[src/rtl/cacheline_arbiter_pkg.sv]
// cacheline_arbiter_pkg
//   Shared control types and width defaults for the cache-to-memory path.
//   - RV32I_ADDR_W / RV32I_LINE_W : default physical address and cacheline widths.
//   - arb_state_t                 : owner state of the pmem arbiter.
package cacheline_arbiter_pkg;

    localparam int unsigned RV32I_ADDR_W = 32;
    localparam int unsigned RV32I_LINE_W = 256;

    typedef enum logic [1:0] {
        IDLE   = 2'd0,
        I_BUSY = 2'd1,
        D_BUSY = 2'd2
    } arb_state_t;

endpackage

[src/rtl/cacheline_arbiter.sv]
// cacheline_arbiter
//   Shares one physical memory port between the I-cache and the D-cache.
//   D-side requests win ties, except that after STARVE_MAX consecutive D grants
//   taken while I was waiting, I is granted. The winner's address, op and write
//   line are registered on grant and held until the adaptor responds.
//
// Ports:
//   clk, rst                       clock (rising edge), asynchronous active-low reset
//   i_pmem_read/address            I-cache line read request
//   i_pmem_rdata/resp              line and completion pulse back to the I-cache
//   d_pmem_read/write/address/wdata  D-cache line read or writeback request
//   d_pmem_rdata/resp              line and completion pulse back to the D-cache
//   pmem_read/write/address/wdata  registered request to the cacheline adaptor
//   pmem_rdata/resp                line and one-cycle completion from the adaptor
module cacheline_arbiter
    import cacheline_arbiter_pkg::*;
#(
    parameter int unsigned ADDR_W     = RV32I_ADDR_W,
    parameter int unsigned LINE_W     = RV32I_LINE_W,
    parameter int unsigned STARVE_MAX = 2
) (
    input  logic              clk,
    input  logic              rst,

    input  logic              i_pmem_read,
    input  logic [ADDR_W-1:0] i_pmem_address,
    output logic [LINE_W-1:0] i_pmem_rdata,
    output logic              i_pmem_resp,

    input  logic              d_pmem_read,
    input  logic              d_pmem_write,
    input  logic [ADDR_W-1:0] d_pmem_address,
    input  logic [LINE_W-1:0] d_pmem_wdata,
    output logic [LINE_W-1:0] d_pmem_rdata,
    output logic              d_pmem_resp,

    output logic              pmem_read,
    output logic              pmem_write,
    output logic [ADDR_W-1:0] pmem_address,
    output logic [LINE_W-1:0] pmem_wdata,
    input  logic [LINE_W-1:0] pmem_rdata,
    input  logic              pmem_resp
);

    localparam int unsigned StreakW = (STARVE_MAX < 1) ? 1 : $clog2(STARVE_MAX + 1);
    localparam logic [StreakW-1:0] StreakMax = StreakW'(STARVE_MAX);

    arb_state_t         state_q, state_d;
    logic [StreakW-1:0] d_streak_q;
    logic               d_req;
    logic               grant_i, grant_d;
    logic               resp_done;

    assign d_req = d_pmem_read | d_pmem_write;

    // Returned data goes to both caches; only the owner's resp qualifies it.
    assign i_pmem_rdata = pmem_rdata;
    assign d_pmem_rdata = pmem_rdata;

    always_comb begin
        state_d     = state_q;
        grant_i     = 1'b0;
        grant_d     = 1'b0;
        resp_done   = 1'b0;
        i_pmem_resp = 1'b0;
        d_pmem_resp = 1'b0;
        case (state_q)
            IDLE: begin
                // D wins ties until it has taken StreakMax grants past a waiting I.
                if (d_req && (!i_pmem_read || d_streak_q != StreakMax)) begin
                    grant_d = 1'b1;
                    state_d = D_BUSY;
                end else if (i_pmem_read) begin
                    grant_i = 1'b1;
                    state_d = I_BUSY;
                end
            end
            I_BUSY: begin
                i_pmem_resp = pmem_resp;
                resp_done   = pmem_resp;
                if (pmem_resp) state_d = IDLE;
            end
            D_BUSY: begin
                d_pmem_resp = pmem_resp;
                resp_done   = pmem_resp;
                if (pmem_resp) state_d = IDLE;
            end
            default: state_d = IDLE;
        endcase
    end

    always_ff @(posedge clk or negedge rst) begin
        if (!rst) begin
            state_q      <= IDLE;
            d_streak_q   <= '0;
            pmem_read    <= 1'b0;
            pmem_write   <= 1'b0;
            pmem_address <= '0;
            pmem_wdata   <= '0;
        end else begin
            state_q <= state_d;
            if (grant_d) begin
                // A read+write collision is illegal; the writeback is issued.
                pmem_read    <= ~d_pmem_write;
                pmem_write   <= d_pmem_write;
                pmem_address <= d_pmem_address;
                pmem_wdata   <= d_pmem_wdata;
                if (i_pmem_read && d_streak_q != StreakMax) begin
                    d_streak_q <= d_streak_q + StreakW'(1);
                end
            end else if (grant_i) begin
                pmem_read    <= 1'b1;
                pmem_write   <= 1'b0;
                pmem_address <= i_pmem_address;
                pmem_wdata   <= '0;
                d_streak_q   <= '0;
            end else if (resp_done) begin
                pmem_read  <= 1'b0;
                pmem_write <= 1'b0;
            end
        end
    end

    // The D-cache must never ask for a read and a writeback at the same time.
    a_d_rw_exclusive: assert property (@(posedge clk) disable iff (!rst)
        !(d_pmem_read && d_pmem_write))
        else $warning("cacheline_arbiter: d_pmem_read and d_pmem_write both set");

endmodule

[config.mk]
export PLATFORM = sky130hd
export DESIGN_NAME = cacheline_arbiter
export DESIGN_NICKNAME = d
export VERILOG_FILES = /design/src/rtl/cacheline_arbiter_pkg.sv /design/src/rtl/cacheline_arbiter.sv
export SDC_FILE = /design/constraint.sdc
export NUM_CORES = 1
export LEC_CHECK = 0
export ABC_AREA = 1
export BUFFER_PORTS_ARGS = -buffer_cell sky130_fd_sc_hd__buf_2
export CELL_PAD_IN_SITES_DETAIL_PLACEMENT = 0
export CELL_PAD_IN_SITES_GLOBAL_PLACEMENT = 1
export CORE_AREA = 2 2 541 543
export CTS_CLUSTER_DIAMETER = 50
export DETAILED_ROUTE_END_ITERATION = 10
export DIE_AREA = 0 0 543 545
export GPL_TIMING_DRIVEN = 0
export HOLD_SLACK_MARGIN = 0.03
export PLACE_DENSITY = 0.38
export SLEW_MARGIN = 5
export SYNTH_ARGS = -nofsm -noshare
export SYNTH_HDL_FRONTEND = slang
export SYNTH_SLANG_ARGS = --single-unit
[constraint.sdc]
create_clock -name clk -period 3.3 [get_ports clk]
set_input_delay 0.33 -clock clk [delete_from_list [all_inputs] [get_ports clk]]
set_output_delay 0.33 -clock clk [all_outputs]
set_load 0.01 [all_outputs]
==> flow_metrics.tcl, run 1 <==
set metrics [dict create \
    status "completed" \
    setup_tns_ns 0 \
    finalCriticalPeriod_ns 3.03 \
    routed_via_density 2.52 \
    fmax_mhz 330 \
    hpwl_um 141000 \
    remaining_drc_errors 0 \
    r2r-start "state_q[0]" \
    synth-main-ff-cell "dfrtp_1" \
    dr.pass1.iters 5 \
    synth_top_area_share 0.465 \
    path_cells "inv_1, ha_1, clkbuf_2, nand2_2, inv_1, clkbuf_1, nand3_1, nand3_1, dlygate4sd3_1" \
    p_per_area_mw_per_mm2 821 \
    ioPinCount 1386 \
    synthArstFlopShare 1.00 \
    wirelength_um 159000 \
    peakVddDrop_uv 352 \
    reg2reg_slack_ns 0.27 \
    yosys-top-cells-area "dfrtp_1 47%, buf_4 25%, nand2_1 14%" \
    path_class "register to register" \
    drt-initial-drc-count 986 \
    grt_pass1_wl_um 196000 \
    global_route.overflow_total 0 \
    synth_most_common_cell "nand2_1" \
    final_max_slew_viol_count 0 \
    cpPeakStageDelay_ns 0.86 \
    cp-end-kind "register" \
    rsz0062_at_grt "no" \
    finalHoldViolCount 0 \
    synth_edf_count 0 \
    crit_start "state_q[0]" \
    clock_path_buffers 4 \
    final_nets 3996 \
    core_region_area_mm2 0.290 \
    cts_tree "yes" \
    fin_crit_sh 0.919 \
    clk_latency_ns 0.74 \
    vias 18600 \
    crit_required_ns 3.94 \
    clock_sinks 294 \
    initial_core_util 0.0545 \
    path_depth 9 \
    yosysWarnings 0 \
    synth_cell_types 18 \
    syn_area_per_cell_um2 8.44 \
    path_max_fanout 10 \
    dp_cells 6907 \
    grt_pass1_vias 19300 \
    yosys-top-cells-count "569 x nand2_1, 520 x buf_4, 344 x nand3_1, 294 x dfrtp_1, 54 x buf_2" \
    fp.dieW_um 543 \
    die_y_um 545 \
    cts_root_buf "clkbuf_16" \
    critPathBufInv 5 \
    grt_usage 0.102 \
    drive_gt1_frac 0.531 \
    rows 198 \
    cts_setup_buffers 0 \
    fillers 33900 \
    finalNonFillerCells 7406 \
    skew_ns 0.0259 \
    r2r_cells 9 \
    antenna_found_initial 54 \
    synth_area_mm2 0.0158 \
    cpMaxStageDelayCell "clkbuf_1" \
    grt_max_degree 89 \
    numCtsBuffers 73 \
    routabilityCongestion 0.825 \
    cts_resized 0 \
    clk_pin_slew_ns 0.05 \
    crit_family "buffers and inverters" \
    register_area_mm2 0.00736 \
    port_buffers 1129 \
    finalSetupViolations 0 \
    crit_path_start_kind "register" \
    p_leak_nw 16.4 \
    worstPathArrival_ns 3.68 \
    relSlewSlack 0.241 \
    dieArea_mm2 0.296 \
    yosys.area.top_type "dfrtp_1" \
    synth_cells 1875 \
    ant_nets 0 \
    multiInputGateArea_mm2 0.00403 \
    worst_pin_slew_ns 1.14 \
    ys_seq_elements 294 \
    syn2layout_area_growth_pct 105 \
    post_drt_wl_per_cell_um 21.5 \
    hold_path.class "input pin to async pin" \
    yosysSeqAreaShare 0.465 \
    maxCapViolCount 0 \
    syn_nets 2461 \
    htreeDepth 3 \
]
cells by family (layout without fill, tap and decap cells):
| kind of cell | count (synthesis) | count (layout) | share of synthesized area |
|---|---|---|---|
| compound gates | 6 | 6 | 0.00190 |
| buf+inv | 638 | 2227 | 0.280 |
| other cells | 0 | 42 | 0 |
| simple gates | 933 | 933 | 0.250 |
| flops | 294 | 294 | 0.465 |
| fa+ha+maj | 4 | 4 | 0.00316 |
power breakdown:
| group | internal [W] | total (W) | switching, W |
|---|---|---|---|
| clock | 0.00515 | 0.00778 | 0.00263 |
| combinational | 0.00397 | 0.0125 | 0.00853 |
| sequential | 0.00526 | 0.00631 | 0.00105 |
worst paths after layout:
check                                       end
min in group clk                  d_streak_q[1]
max in group asynchronous        pmem_wdata[76]
worst min register to register   pmem_wdata[15]
worst max-delay path            pmem_address[6]
worst max register to register  pmem_address[6]
worst min-delay path            pmem_wdata[211]
metrics by stage:
step	worst slack (ns)	hold WS (ns)	util	power (W)	instance area, um^2
final	0.269	0.0722	0.112	0.0266	32400
after global routing	0.0654	0.0663	0.111	0.0288	32300
after CTS	0.0923	0.0303	0.111	0.0278	32300
after detailed placement	0.138	0.298	0.0911	0.0189	26400
after global placement	-5.32	0.477	0.0908	0.0189	26300
after floorplan	1.78	0.0344	-	0.0112	15800
registers in the layout (all words and copies together) (netlist names):
register / cells
pmem_address: 32
pmem_read: 1
pmem_write: 1
d_streak_q: 2
pmem_wdata: 256
state_q: 2
final cells by class:
cell class,instances,share of cell area
clock buffer,90,0.0628
antenna,42,0.00325
tap,3900,0.151
timing repair buffer,1460,0.279
multi-input combinational,943,0.125
sequential,294,0.227
clock inverter,39,0.0158
inverter,23,0.00267
buffer,615,0.134
metal layers:
layer / wire length, um / part of all wire / global-route usage / up-vias
met3: 21100 / 0.13 / 0.0568 / 157
met4: 4190 / 0.026 / 0.0304 / 28
met2: 73400 / 0.46 / 0.167 / 1080
met1: 60200 / 0.38 / 0.113 / 8782
li1: - / - / - / 8589
met5: 193 / 0.0012 / 0 / -
cells in the final DEF, fill, tap and decap left out, types with 2 or more instances in the layout:
cell type / instances
inv_6: 4
buf_2: 1182
inv_1: 20
buf_6: 2
inv_2: 3
buf_4: 520
clkinvlp_4: 8
dlygate4sd3_1: 328
clkinv_4: 8
buf_16: 3
nand2_2: 2
ha_1: 4
dfrtp_1: 294
nand4_1: 3
clkinv_2: 9
clkbuf_16: 75
bufinv_16: 10
nand3_1: 344
buf_1: 6
clkbuf_1: 37
nor2_1: 14
o21ai_0: 5
nand2_1: 569
diode_2: 42
clkbuf_8: 10
what timing repair did:
action                     in CTS  in global routing
hold endpoints to repair      415                  0
setup endpoints to repair       0                  0
hold buffers                  328                  0
(Power assumes the default switching activity.)
==> inputs of run 2 (changes only) <==
--- a/config.mk
+++ b/config.mk
@@ -15,7 +15,7 @@
 export DIE_AREA = 0 0 543 545
 export GPL_TIMING_DRIVEN = 0
 export HOLD_SLACK_MARGIN = 0.03
-export PLACE_DENSITY = 0.38
+export PLACE_DENSITY = 0.3
 export SLEW_MARGIN = 5
 export SYNTH_ARGS = -nofsm -noshare
 export SYNTH_HDL_FRONTEND = slang
==> flow_metrics.tcl, run 2 (synthesis results as in run 1) <==
set metrics [dict create \
    ant_nets 0 \
    fillers 33800 \
    wirelength_um 148000 \
    cts_resized 0 \
    maxCapViolCount 0 \
    path_class "register to register" \
    placed_cell_area_mm2 0.0264 \
    core_region_area_mm2 0.290 \
    min_path_cells 4 \
    port_buffers 1129 \
    dp_cells 6907 \
    vias 18700 \
    fin_crit_sh 0.906 \
    rsz0062_at_grt "no" \
    reg2reg_slack_ns 0.31 \
    final_max_slew_viol_count 0 \
    hold_path.class "input pin to register" \
    regMostFlops "pmem_wdata" \
    skew_ns 0.0257 \
    remaining_drc_errors 0 \
    cts_tree "yes" \
    grt_pass1_vias 19000 \
    syn2layout_area_growth_pct 106 \
    p_per_area_mw_per_mm2 823 \
    post_drt_wl_per_cell_um 20.0 \
    most-common-layout-cells "1,182 x buf_2, 569 x nand2_1, 520 x buf_4, 344 x nand3_1, 328 x dlygate4sd3_1" \
    fmax_mhz 334 \
    final_common_cell "buf_2" \
    multiInputGateArea_mm2 0.00403 \
    rows 198 \
    grt_max_degree 85 \
    drive_gt1_frac 0.533 \
    dieArea_mm2 0.296 \
    routabilityCongestion 0.806 \
    die_y_um 545 \
    finalHoldViolCount 0 \
    dr.pass1.iters 5 \
    worst_pin_slew_ns 1.04 \
    largest_reg_flops 256 \
    status "completed" \
    register_area_mm2 0.00736 \
    relSlewSlack 0.307 \
    crit_required_ns 3.90 \
    antenna_found_initial 51 \
    hpwl_um 127000 \
    drt-initial-drc-count 938 \
    place_ws_ns 0.390 \
    cts_root_buf "clkbuf_16" \
    final_nets 4002 \
    path_max_fanout 10 \
    grt_usage 0.0949 \
    fp.dieW_um 543 \
    cp-end-kind "register" \
    finalCriticalPeriod_ns 2.99 \
    htreeDepth 3 \
    top_regs "pmem_wdata x256, pmem_address x32" \
    r2r_cells 9 \
    numCtsBuffers 79 \
    finalSetupViolations 0 \
    initial_core_util 0.0545 \
    p_leak_nw 16.5 \
    layout_setup_ws_ns 0.309 \
    grt_pass1_wl_um 186000 \
    clk_latency_ns 0.67 \
    clk_pin_slew_ns 0.05 \
    finalNonFillerCells 7394 \
    clock_sinks 294 \
    routed_via_density 2.53 \
    peakVddDrop_uv 337 \
    worstPathArrival_ns 3.59 \
    ioPinCount 1386 \
    global_route.overflow_total 0 \
    clock_path_buffers 3 \
    crit_path_start_kind "register" \
    total_power_w 0.0268 \
    final_cell_area_mm2 0.0325 \
]
[run 2: cell types whose count changed in the layout (fill, tap and decap cells not counted), sizes merged]
cell    before  now
clkbuf     123  136
inv         27   26
bufinv      10    7
clkinv      17   22
diode       42   16
[run 2: final cells by class]
cell class,instances,area share
Antenna cell,16,0.00123
Buffer,615,0.134
Clock buffer,103,0.0685
Clock inverter,40,0.0161
Inverter,23,0.00265
Multi-Input combinational cell,943,0.124
Sequential cell,294,0.226
Tap cell,3900,0.150
Timing Repair Buffer,1460,0.278
[run 2: worst max-delay path: stages, from the launching register on]
cell and delay, ns:
dfrtp_1 0.36, inv_1 0.07, ha_1 0.19, clkbuf_2 0.16, nand2_2 0.19, buf_2 0.34, buf_1 0.74, nand3_1 0.18
nand3_1 0.12, dlygate4sd3_1 0.56
[run 2: path summary, 6_finish.rpt]
kind,from,endpoint
min in group asynchronous,rst,pmem_address[2]
worst min register to register,pmem_wdata[104],pmem_wdata[104]
max in group asynchronous,rst,pmem_wdata[76]
worst min-delay path,i_pmem_read,d_streak_q[0]
worst max-delay path,state_q[0],pmem_address[14]
worst max register to register,state_q[0],pmem_address[14]
[run 2: power by group]
part | internal, W | switching (W) | total [W]
registers | 0.00526 | 0.00108 | 0.00634
clock network | 0.00532 | 0.00286 | 0.00818
logic | 0.00398 | 0.00827 | 0.0122
total | 0.0146 | 0.0122 | 0.0268
[run 2: metal layers]
layer | track usage | part of all wire | vias up | wire length [um]
met3 | 0.0469 | 0.12 | 164 | 17400
met4 | 0.0228 | 0.018 | 26 | 2720
met1 | 0.119 | 0.43 | 8898 | 63100
li1 | - | - | 8587 | -
met5 | 0 | 0.0011 | - | 168
met2 | 0.144 | 0.44 | 1052 | 64300
[run 2: repair_timing]
action                    4_1_cts  5_1_grt
hold buffers                  328        0
hold endpoints to repair      338        0
buffers inserted                0        0
[run 2: metrics by stage]
step,util,TNS (ns),hold slack (ns)
finish,0.112,0,0.133
global route,0.112,0,0.0932
CTS,0.112,0,0.0362
detailed placement,0.0912,0,0.308
global placement,0.0908,-1684.47,0.480
floorplan,-,0,0.0344
==> inputs of run 3 (changes only) <==
--- a/config.mk
+++ b/config.mk
@@ -6,7 +6,7 @@
 export NUM_CORES = 1
 export LEC_CHECK = 0
 export ABC_AREA = 1
-export BUFFER_PORTS_ARGS = -buffer_cell sky130_fd_sc_hd__buf_2
+export BUFFER_PORTS_ARGS = -buffer_cell sky130_fd_sc_hd__buf_4
 export CELL_PAD_IN_SITES_DETAIL_PLACEMENT = 0
 export CELL_PAD_IN_SITES_GLOBAL_PLACEMENT = 1
 export CORE_AREA = 2 2 541 543
==> flow_metrics.tcl, run 3 (synthesis results as in run 1) <==
set metrics [dict create \
    numCtsBuffers 80 \
    r2r-start "state_q[0]" \
    worst_pin_slew_ns 1.06 \
    drt-initial-drc-count 806 \
    die_y_um 545 \
    clk_latency_ns 0.68 \
    final_max_slew_viol_count 0 \
    place_ws_ns 0.452 \
    core_region_area_mm2 0.290 \
    cp-end-kind "register" \
    finalCriticalPeriod_ns 2.83 \
    antenna_found_initial 41 \
    dp_cells 6908 \
    p_per_area_mw_per_mm2 792 \
    skew_ns 0.0412 \
    grt_pass1_wl_um 189000 \
    dr.pass1.iters 4 \
    drive_gt1_frac 0.532 \
    grt_usage 0.0966 \
    top_regs "pmem_wdata x256, pmem_address x32" \
    fmax_mhz 353 \
    syn2layout_area_growth_pct 124 \
    clock_path_buffers 3 \
    relSlewSlack 0.294 \
    multiInputGateArea_mm2 0.00403 \
    reg2reg_slack_ns 0.47 \
    global_route.overflow_total 0 \
    final_common_cell "buf_4" \
    vias 18500 \
    worstPathArrival_ns 3.42 \
    initial_core_util 0.0545 \
    dieArea_mm2 0.296 \
    routabilityCongestion 0.810 \
    most-common-layout-cells "1,648 x buf_4, 569 x nand2_1, 344 x nand3_1, 329 x dlygate4sd3_1, 294 x dfrtp_1" \
    rows 198 \
    crit_required_ns 3.89 \
    grt_pass1_vias 19200 \
    fin_crit_sh 0.858 \
    maxCapViolCount 0 \
    routed_via_density 2.50 \
    hpwl_um 130000 \
    clock_sinks 294 \
    regMostFlops "pmem_wdata" \
    largest_reg_flops 256 \
    finalSetupViolations 0 \
    status "completed" \
    crit_start "state_q[0]" \
    path_max_fanout 19 \
    cts_tree "yes" \
    clk_pin_slew_ns 0.05 \
    final_nets 4004 \
    port_buffers 1129 \
    finalHoldViolCount 0 \
    path_class "register to register" \
    r2r_cells 9 \
    finalNonFillerCells 7401 \
    register_area_mm2 0.00736 \
    rsz0062_at_grt "no" \
    crit_path_start_kind "register" \
    cts_root_buf "clkbuf_16" \
    layout_setup_ws_ns 0.468 \
    ant_nets 0 \
    post_drt_wl_per_cell_um 20.4 \
    worstReg2RegEnd "pmem_address[29]" \
    peakVddDrop_uv 354 \
    remaining_drc_errors 0 \
    htreeDepth 3 \
    wirelength_um 151000 \
    p_leak_nw 17.4 \
    fp.dieW_um 543 \
    grt_max_degree 88 \
    fillers 33800 \
    ioPinCount 1386 \
    hold_path.class "input pin to async pin" \
    cts_setup_buffers 0 \
    setup.worst_path.end "pmem_address[29]" \
]
[run 3: cell count changes in the layout (fill, tap and decap cells not counted), moves of 2 or more]
cell	change
buf_4	+1128
bufinv_16	+2
diode_2	+3
clkinv_2	+5
clkbuf_1	+3
clkinv_4	-3
buf_2	-1128
clkbuf_8	-3
[run 3: metrics by stage]
stage | setup TNS [ns] | total power [W] | cell area (um^2) | util | hold slack [ns]
final | 0 | 0.0280 | 35400 | 0.122 | 0.196
after global routing | 0 | 0.0303 | 35400 | 0.122 | 0.170
after CTS | 0 | 0.0291 | 35400 | 0.122 | 0.137
after detailed placement | 0 | 0.0197 | 29300 | 0.101 | 0.290
after global placement | -551.23 | 0.0198 | 29200 | 0.101 | 0.480
after floorplan | 0 | 0.0112 | 15800 | - | 0.0344
[run 3: area by class of cell]
cell class | count | area share
multi-input combinational | 943 | 0.114
antenna | 19 | 0.00134
sequential | 294 | 0.208
clock buffer | 103 | 0.0627
tap | 3900 | 0.138
buffer | 614 | 0.123
inverter | 23 | 0.00244
clock inverter | 43 | 0.0160
timing repair buffer | 1462 | 0.335
[run 3: power breakdown]
part	internal (W)	switching, W	leakage [nW]
logic	0.00512	0.00819	12.4
clock network	0.00545	0.00284	1.35
registers	0.00527	0.00117	3.71
[run 3: worst min-delay path by stage]
stage                             start               end  slack, ns  depth (start not counted)
after global routing                rst  pmem_address[16]       0.17                          2
after floorplan                     rst     d_streak_q[0]       0.03                          0
after global placement    d_streak_q[1]     d_streak_q[1]       0.48                          2
final                               rst  pmem_address[16]       0.20                          2
after detailed placement            rst   pmem_wdata[218]       0.29                          1
after CTS                           rst  pmem_address[16]       0.14                          2
[run 3: timing repair]
item / in CTS / in global routing
resized for setup: 0 / 0
endpoints found under the hold margin: 345 / 0
setup endpoints to repair: 0 / 1
hold buffers: 329 / 0
[run 3: critical path, stage by stage (launching register included)]
cell           delay, ns
dfrtp_1             0.37
inv_1               0.07
ha_1                0.19
clkbuf_2            0.16
nand2_2             0.18
buf_2               0.59
buf_2               0.41
nand3_1             0.11
nand3_1             0.10
dlygate4sd3_1       0.55
[run 3: layer usage]
layer | track usage | routed length [um] | up-vias
met5 | 0 | 142 | -
met2 | 0.149 | 66200 | 993
li1 | - | - | 8580
met1 | 0.121 | 64500 | 8729
met3 | 0.0460 | 17100 | 144
met4 | 0.0204 | 2670 | 20
